$ cat src/rtl/exec_unit_p.sv
// exec_unit_p -- parametrised execute stage for the NoobsCpu core.
//
// Sits between decode and writeback/fetch. On an accepted instruction
// (execute_en=1 while exec_busy=0) it evaluates ALU / flag / branch ops in one
// cycle and launches LD/ST as a ready-based data-memory request, stalling
// upstream through exec_busy until the memory answers or the wait times out.
//
// Ports:
//   clk, reset_           rising-edge clock, asynchronous active-low reset
//   execute_en            issue strobe (ignored while exec_busy=1)
//   exec_ctrl             opcode
//   reg_src0_data/1_data  operands A/B
//   imm_data              immediate
//   dst_reg               destination register select
//   dst_addr              memory address or branch target
//   next_addr             fall-through PC
//   tgt_addr              resolved next PC (registered)
//   branch_taken          one-cycle redirect pulse
//   reg_wr_data/sel/en    writeback data, register, one-cycle enable
//   flags                 {N,C,Z}, persistent
//   exec_busy             stall to upstream (combinational from state)
//   d_mem_*               data-memory request/response
//   mem_err               sticky memory-timeout error
module exec_unit_p #(
   parameter int DW     = 8,
   parameter int AW     = 12,
   parameter int RSW    = 3,
   parameter int MEM_TO = 16
) (
   input  logic           clk,
   input  logic           reset_,
   input  logic           execute_en,
   input  logic [3:0]     exec_ctrl,
   input  logic [DW-1:0]  reg_src0_data,
   input  logic [DW-1:0]  reg_src1_data,
   input  logic [DW-1:0]  imm_data,
   input  logic [RSW-1:0] dst_reg,
   input  logic [AW-1:0]  dst_addr,
   input  logic [AW-1:0]  next_addr,
   output logic [AW-1:0]  tgt_addr,
   output logic           branch_taken,
   output logic [DW-1:0]  reg_wr_data,
   output logic [RSW-1:0] reg_wr_sel,
   output logic           reg_wr_en,
   output logic [2:0]     flags,
   output logic           exec_busy,
   output logic [AW-1:0]  d_mem_addr,
   output logic [DW-1:0]  d_mem_wdata,
   input  logic [DW-1:0]  d_mem_rdata,
   output logic           d_mem_en,
   output logic           d_mem_rd,
   output logic           d_mem_wr,
   input  logic           d_mem_ready,
   output logic           mem_err
);

   localparam int CW = $clog2(MEM_TO + 1);

   typedef enum logic {IDLE, REQ} state_t;

   typedef enum logic [3:0] {
      OP_NOP  = 4'd0,  OP_ADD = 4'd1,  OP_SUB = 4'd2,  OP_AND = 4'd3,
      OP_OR   = 4'd4,  OP_XOR = 4'd5,  OP_ADDI = 4'd6, OP_MOVI = 4'd7,
      OP_LD   = 4'd8,  OP_ST  = 4'd9,  OP_JMP = 4'd10, OP_JZ  = 4'd11,
      OP_JC   = 4'd12, OP_SHL = 4'd13, OP_SHR = 4'd14, OP_CMP = 4'd15
   } op_t;

   state_t        state;
   logic [CW-1:0] to_cnt;

   op_t           op;
   logic [DW:0]   add_ab, add_ai, sub_ab;
   logic [DW-1:0] alu_res;
   logic          alu_c;
   logic          alu_wr;
   logic          alu_fl;
   logic          taken;
   logic          is_mem;

   assign exec_busy = (state == REQ);

   always_comb begin
      op      = op_t'(exec_ctrl);
      add_ab  = {1'b0, reg_src0_data} + {1'b0, reg_src1_data};
      add_ai  = {1'b0, reg_src0_data} + {1'b0, imm_data};
      // Top bit of the widened difference is the unsigned borrow (A<B).
      sub_ab  = {1'b0, reg_src0_data} - {1'b0, reg_src1_data};
      alu_res = '0;
      alu_c   = 1'b0;
      alu_wr  = 1'b0;
      alu_fl  = 1'b0;
      case (op)
         OP_ADD:  begin {alu_c, alu_res} = add_ab; alu_wr = 1'b1; alu_fl = 1'b1; end
         OP_SUB:  begin {alu_c, alu_res} = sub_ab; alu_wr = 1'b1; alu_fl = 1'b1; end
         OP_AND:  begin alu_res = reg_src0_data & reg_src1_data; alu_wr = 1'b1; alu_fl = 1'b1; end
         OP_OR:   begin alu_res = reg_src0_data | reg_src1_data; alu_wr = 1'b1; alu_fl = 1'b1; end
         OP_XOR:  begin alu_res = reg_src0_data ^ reg_src1_data; alu_wr = 1'b1; alu_fl = 1'b1; end
         OP_ADDI: begin {alu_c, alu_res} = add_ai; alu_wr = 1'b1; alu_fl = 1'b1; end
         OP_MOVI: begin alu_res = imm_data; alu_wr = 1'b1; end
         OP_SHL:  begin
            alu_res = {reg_src0_data[DW-2:0], 1'b0};
            alu_c   = reg_src0_data[DW-1];
            alu_wr  = 1'b1;
            alu_fl  = 1'b1;
         end
         OP_SHR:  begin
            alu_res = {1'b0, reg_src0_data[DW-1:1]};
            alu_c   = reg_src0_data[0];
            alu_wr  = 1'b1;
            alu_fl  = 1'b1;
         end
         OP_CMP:  begin {alu_c, alu_res} = sub_ab; alu_fl = 1'b1; end
         default: ;
      endcase
      // Conditional branches see the flag register as left by the previous
      // instruction, which has already been written at its own accept edge.
      taken  = (op == OP_JMP) || ((op == OP_JZ) && flags[0]) || ((op == OP_JC) && flags[1]);
      is_mem = (op == OP_LD) || (op == OP_ST);
   end

   always_ff @(posedge clk or negedge reset_) begin
      if (!reset_) begin
         state        <= IDLE;
         to_cnt       <= '0;
         tgt_addr     <= '0;
         branch_taken <= 1'b0;
         reg_wr_data  <= '0;
         reg_wr_sel   <= '0;
         reg_wr_en    <= 1'b0;
         flags        <= '0;
         d_mem_addr   <= '0;
         d_mem_wdata  <= '0;
         d_mem_en     <= 1'b0;
         d_mem_rd     <= 1'b0;
         d_mem_wr     <= 1'b0;
         mem_err      <= 1'b0;
      end else begin
         reg_wr_en    <= 1'b0;
         branch_taken <= 1'b0;
         case (state)
            IDLE: begin
               if (execute_en) begin
                  tgt_addr     <= taken ? dst_addr : next_addr;
                  branch_taken <= taken;
                  reg_wr_sel   <= dst_reg;
                  if (alu_wr) begin
                     reg_wr_en   <= 1'b1;
                     reg_wr_data <= alu_res;
                  end
                  if (alu_fl)
                     flags <= {alu_res[DW-1], alu_c, (alu_res == '0)};
                  if (is_mem) begin
                     state       <= REQ;
                     to_cnt      <= '0;
                     d_mem_en    <= 1'b1;
                     d_mem_rd    <= (op == OP_LD);
                     d_mem_wr    <= (op == OP_ST);
                     d_mem_addr  <= dst_addr;
                     d_mem_wdata <= reg_src0_data;
                  end
               end
            end
            REQ: begin
               // Ready is checked first so a response on the last allowed
               // cycle completes instead of timing out.
               if (d_mem_ready) begin
                  state    <= IDLE;
                  to_cnt   <= '0;
                  d_mem_en <= 1'b0;
                  d_mem_rd <= 1'b0;
                  d_mem_wr <= 1'b0;
                  if (d_mem_rd) begin
                     reg_wr_en   <= 1'b1;
                     reg_wr_data <= d_mem_rdata;
                  end
               end else if (to_cnt == CW'(MEM_TO - 1)) begin
                  state    <= IDLE;
                  to_cnt   <= '0;
                  d_mem_en <= 1'b0;
                  d_mem_rd <= 1'b0;
                  d_mem_wr <= 1'b0;
                  mem_err  <= 1'b1;
               end else begin
                  to_cnt <= to_cnt + 1'b1;
               end
            end
            default: state <= IDLE;
         endcase
      end
   end

endmodule
$ cat config.mk
export PLATFORM = sky130hd
export DESIGN_NAME = exec_unit_p
export DESIGN_NICKNAME = d
export VERILOG_FILES = /design/src/rtl/exec_unit_p.sv
export SDC_FILE = /design/constraint.sdc
export NUM_CORES = 1
export LEC_CHECK = 0
export CORE_MARGIN = 2
export CORE_UTILIZATION = 53
export DETAILED_ROUTE_END_ITERATION = 16
export HOLD_SLACK_MARGIN = 0.02
export PLACE_DENSITY = 0.87
export SLEW_MARGIN = 20
export SYNTH_ARGS = -nofsm -noshare
export SYNTH_HDL_FRONTEND = slang
export SYNTH_SLANG_ARGS = --single-unit
$ cat constraint.sdc
create_clock -name clk -period 4.4 [get_ports clk]
set_input_delay 0.88 -clock clk [delete_from_list [all_inputs] [get_ports clk]]
set_output_delay 0.88 -clock clk [all_outputs]
set_load 0.02 [all_outputs]
# [Word level (Yosys, flattened, before mapping)]
# Index checks and enable logic that the tools add are counted.
[word_totals] regBits=58 inputBits=67
[classes] n_addsub=4 n_eq_ne=22 n_mux=38 bitwise_logic=5 reduce_logical=16
[ops] cell="$pmux W8 S9" count=1
[ops] cell="$eq A4 B4 Y1 const B" count=8
[ops] cell="$mux W8" count=4
[ops] cell="$mux W1" count=20
[ops] cell="$mux W5" count=4
[ops] cell="$add A8 B8 Y9" count=2
[ops] cell="$reduce_or A9 Y1" count=2
[ops] cell="$eq A4 B3 Y1 const B" count=4
[ops] cell="$pmux W8 S2" count=1
[ops] cell="$mux W12" count=1
[ops] cell="$reduce_and A3 Y1" count=4
[ops] cell="$ne A2 B2 Y1 const B" count=5
[ops] cell="$pmux W1 S2" count=5
[ops] cell="$pmux W5 S2" count=1
[ops] cell="$sub A8 B8 Y9" count=1
[ops] cell="$and A8 B8 Y8" count=1
[ops] cell="$eq A4 B2 Y1 const B" count=2
[ops] cell="$logic_not A8 Y1" count=1
[ops] cell="$or A8 B8 Y8" count=1
[ops] cell="$xor A8 B8 Y8" count=1
[ops] cell="$add A5 B1 Y5 const B" count=1
[ops] cell="$eq A5 B4 Y1 const B" count=1
[ops] cell="$pmux W1 S5" count=1
[ops] cell="$eq A4 B1 Y1 const B" count=1
[ops] cell="7 further kinds" count=12

# [Depth between registers and ports, before layout]
[depth] word_depth=6 depth_mapped=10 ltp_nobuf=10

# [Worst setup path after synthesis]
# Ideal clock, no wire load.
[synth_path] path_type="input to register" startpoint="input reg_src0_data[1]" endpoint="register reg_wr_data[7]" t_arrival_ps=2832 setup_slack_ps=1442 stages=9 path_buffers=0 path_cell_list="inv_1 -> ha_1 -> a21o_1 -> o2bb2ai_2 -> o41a_1 -> a221o_1 -> a21oi_2 -> a31oi_1 -> mux2_4"
[synth_between] elab_chain_cells=5 word_cells_on_any_way=7
[synth_lines] item="from (decl)" line_no="34" text="input logic [DW-1:0] reg_src0_data,"
[synth_lines] item="$sub A8 B8 Y9 (tied with other cells)" line_no="87" text="sub_ab = {1'b0, reg_src0_data} - {1'b0, reg_src1_data};"
[synth_lines] item="$pmux W8 S9 (*)" line_no="92" text="case (op)"
[synth_lines] item="$mux W8 (*)" line_no="146" text="if (alu_wr) begin"
[synth_lines] item="$mux W8 (*)" line_no="142" text="if (execute_en) begin"
[synth_lines] item="$pmux W8 S2 (*)" line_no="140" text="case (state)"
[synth_lines] item="to (signal assigned)" line_no="148" text="reg_wr_data <= alu_res;"
[synth_lines] item="to (signal assigned)" line_no="174" text="reg_wr_data <= d_mem_rdata;"
[synth_lines] item="to (decl)" line_no="42" text="output logic [DW-1:0] reg_wr_data,"
# Every way passes the cells marked *; elsewhere a longest branch is shown, timed or not. The select of a mux whose other input is x is not followed.
# A chain may end at the register's enable or synchronous reset.

# [Final worst setup path]
# Ends and elaborated chain as after synthesis.

==> summary.txt <==
Setup path
  – Worst setup SP type: primary input
  – Crit Path Max Fanout: 6
  – WS Path Type: in2reg
  – Top delay family on crit path: compound AO/OA/AOI/OAI gates
  – Arr. time, crit path: around 3700 ps
  – Critical path required time: approximately 4600 ps
  – Crit-path cells: clkdlybuf4s50_1, inv_1, ha_1, a21o_1, o2bb2ai_2, o41a_1, a221o_1, a21oi_2, a31oi_1, mux2_4
  – Crit path buffers/inverters: 2
  – Worst setup EP type: flop
  – Slowest stage delay, CP: just under 600 ps
  – Slowest CP cell: clkdlybuf4s50_1

Routing
  – Vias: around 4.1k
  – Antenna-violating nets left: 0
  – Post-DR vias/cell: between 5 and 6
  – DRC: 0
  – Initial drt markers: about 240
  – Drt first pass iters: 5
  – Routed WL per cell: between 20 and 25 um
  – Final wirelength: 13800 um

Clocking
  – Post-CTS sizing: 0
  – Clk buf depth: 2
  – Setup bufs post-CTS: 0
  – Root buf cell: clkbuf_8
  – Hold-fix buffers, CTS: 0
  – Clock Latency Late Sink: approximately 350 ps
  – Clk sinks: 58
  – H-tree depth: 3
  – Num CTS Buffers: 9
  – Clock transition at the registers of the reported paths: ~80 ps
  – CTS tree: built

Synthesis
  – Syn Nets: 562
  – Ys async rst share: 1.00
  – Number of flops mapped to enable cells by yosys: 0
  – Seq/Total Area, Yosys: 0.341
  – Top post-synthesis cells by area: dfrtp_1 34%, ha_1 9.7%, mux2_2 5.0%
  – Count leader, synth: dfrtp_1
  – Syn Inst Count: roughly 460
  – Main flop type after synthesis: dfrtp_1
  – YS warnings: 0
  – Synth top cells by count: 58 x dfrtp_1, 44 x nand2_1, 34 x o21ai_0
  – Post-Synthesis Cell Area: ~4300 um2
  – Flops & latches, synth: 58
  – Synth top area share: 0.341
  – Avg Inst Size Synth: ~9.3 um2
  – Post-synth cell types: 68
  – Leading area contributor after synthesis: dfrtp_1

Place
  – DP HPWL: 10500 um
  – Gpl congestion: ~0.9
  – # port buffers: between 100 and 150
  – Post-place setup slack: slightly above 600 ps

Final layout
  – Area of the multi-input gates: approximately 2600 um2
  – Nets@finish: 679
  – Share of layout cells above drive strength 1: 0.0964
  – FILL cells: around 570
  – Seq. cell area: 1450 um2
  – Diodes inserted: 0
  – Area growth, synth to finish: 35.5%

Timing
  – Slew headroom: 0.412
  – Hold Vio Cnt, Final: 0
  – Period utilization: 0.787
  – RSZ-0062 raised after global routing: no
  – Minimum clock period: around 3500 ps
  – Setup Viol. Count Final: 0
  – Final setup TNS: 0 ps
  – Slew at the pin closest to its max-slew limit: between 800 and 900 ps
  – Fmax: between 200 and 300 MHz
  – Max Slew Vio Count: 0
  – Worst Skew: 11.8 ps
  – Post-layout worst setup margin: ~940 ps

Pwr
  – Leakage: between 2 and 3 nW
  – PD cells: approximately 350 nW/um2
  – Worst vdd ir: around 240 uV

Die
  – Die Height: 93.7 um
  – Core ar.: 7770 um2
  – Die width: between 90 and 100 um
  – Initial Util: 0.548
  – FP Rows: 32
  – Die Area: ~8800 um2
  – I/O pin count: 120

Global routing
  – GRT overflow: 0
  – Initial antenna violation count: 0
  – First-pass GRT wire length: ~22000 um
  – Pin count of the biggest net entering global routing: 38
  – GRT Total Usage: 0.322
  – Number of global-route vias before repair: 4114

Outcome
  – Status: completed

Worst hold path
  – Hold crit path type: reg2reg

Flow run
  – Maxcap violations: 0
==> power breakdown <==
part	leakage, nW	switching, mW	total [mW]	internal [mW]
logic	1.77	0.386	0.749	0.363
registers	0.726	0.0574	0.684	0.626
clock network	0.106	0.252	0.575	0.323
==> registers in the layout, summed over array words and instances (netlist names), 3 cells and up <==
| signal | flops |
|---|---|
| reg_wr_data | 8 |
| tgt_addr | 12 |
| d_mem_addr | 12 |
| reg_wr_sel | 3 |
| flags | 3 |
| to_cnt | 5 |
| d_mem_wdata | 8 |
==> through the flow <==
step                      hold WS (ps)  area (um2)  std cells  total power [mW]  utilization
after detailed placement           455        5550        667              1.43        0.714
after CTS                          481        5770        683              2.01        0.743
after global placement             443        5550        667              1.42        0.714
after global routing               503        5770        683              2.10        0.743
final                              471        5770        683              2.01        0.743
after floorplan                    471        4260        459              1.07            -
==> logic make-up (layout without fill, tap and decap cells) <==
logic type / after synthesis / count (layout) / share of synthesized area
muxes: 50 / 50 / 0.127
buffers and inverters: 53 / 175 / 0.0537
DFF: 58 / 58 / 0.341
xor gates and xnor gates: 8 / 8 / 0.0164
AOI/OAI and AO/OA: 130 / 130 / 0.212
adders and majority gates: 36 / 36 / 0.111
and+or+nand+nor: 124 / 124 / 0.139
==> routing by layer <==
metal / share of wire / global-route usage / vias to the layer above
li1: - / - / 1906
met1: 0.41 / 0.423 / 1950
met2: 0.49 / 0.539 / 210
met3: 0.083 / 0.0682 / 27
met4: 0.020 / 0.0930 / 0
met5: 0 / 0 / -
==> cell type report <==
class / instances / area share
Clock buffer: 9 / 0.0215
Clock inverter: 7 / 0.0176
Inverter: 29 / 0.0189
Multi-Input combinational cell: 348 / 0.447
Sequential cell: 58 / 0.251
Tap cell: 102 / 0.0221
Timing Repair Buffer: 130 / 0.222
==> path summary, 6_finish.rpt <==
kind,startpoint,endpoint,slack (ps),cells after the start
setup / recovery,reg_src0_data[1],reg_wr_data[7],940,10
hold / removal,mem_err,mem_err,470,1
min in group asynchronous,reset_,mem_err,640,1
max in group asynchronous,reset_,tgt_addr[10],2920,2
setup reg to reg,exec_busy,reg_wr_data[6],2020,8
hold reg to reg,mem_err,mem_err,470,1
==> placed cells by master (no fill, tap or decap), types with 3 or more instances in the layout <==
cell type / n
fa_1: 3
o21ai_1: 5
nor2_1: 22
a221o_1: 3
nand3b_1: 3
ha_1: 33
nand2_1: 44
inv_1: 29
nand2b_1: 4
dfrtp_1: 58
mux2i_1: 21
and2_1: 3
o22ai_1: 5
buf_4: 10
clkdlybuf4s50_1: 118
a31oi_1: 5
clkbuf_8: 9
a22oi_1: 3
o211ai_1: 5
xnor2_1: 5
o21ai_0: 34
and3_1: 4
mux2_1: 9
a21oi_1: 15
nor3_1: 16
o21a_1: 6
a32oi_1: 3
nor2b_1: 10
xor2_1: 3
a21o_1: 5
mux2_2: 19
o31a_1: 4
a22o_1: 4
nand3_1: 8
(Power assumes the default switching activity.)
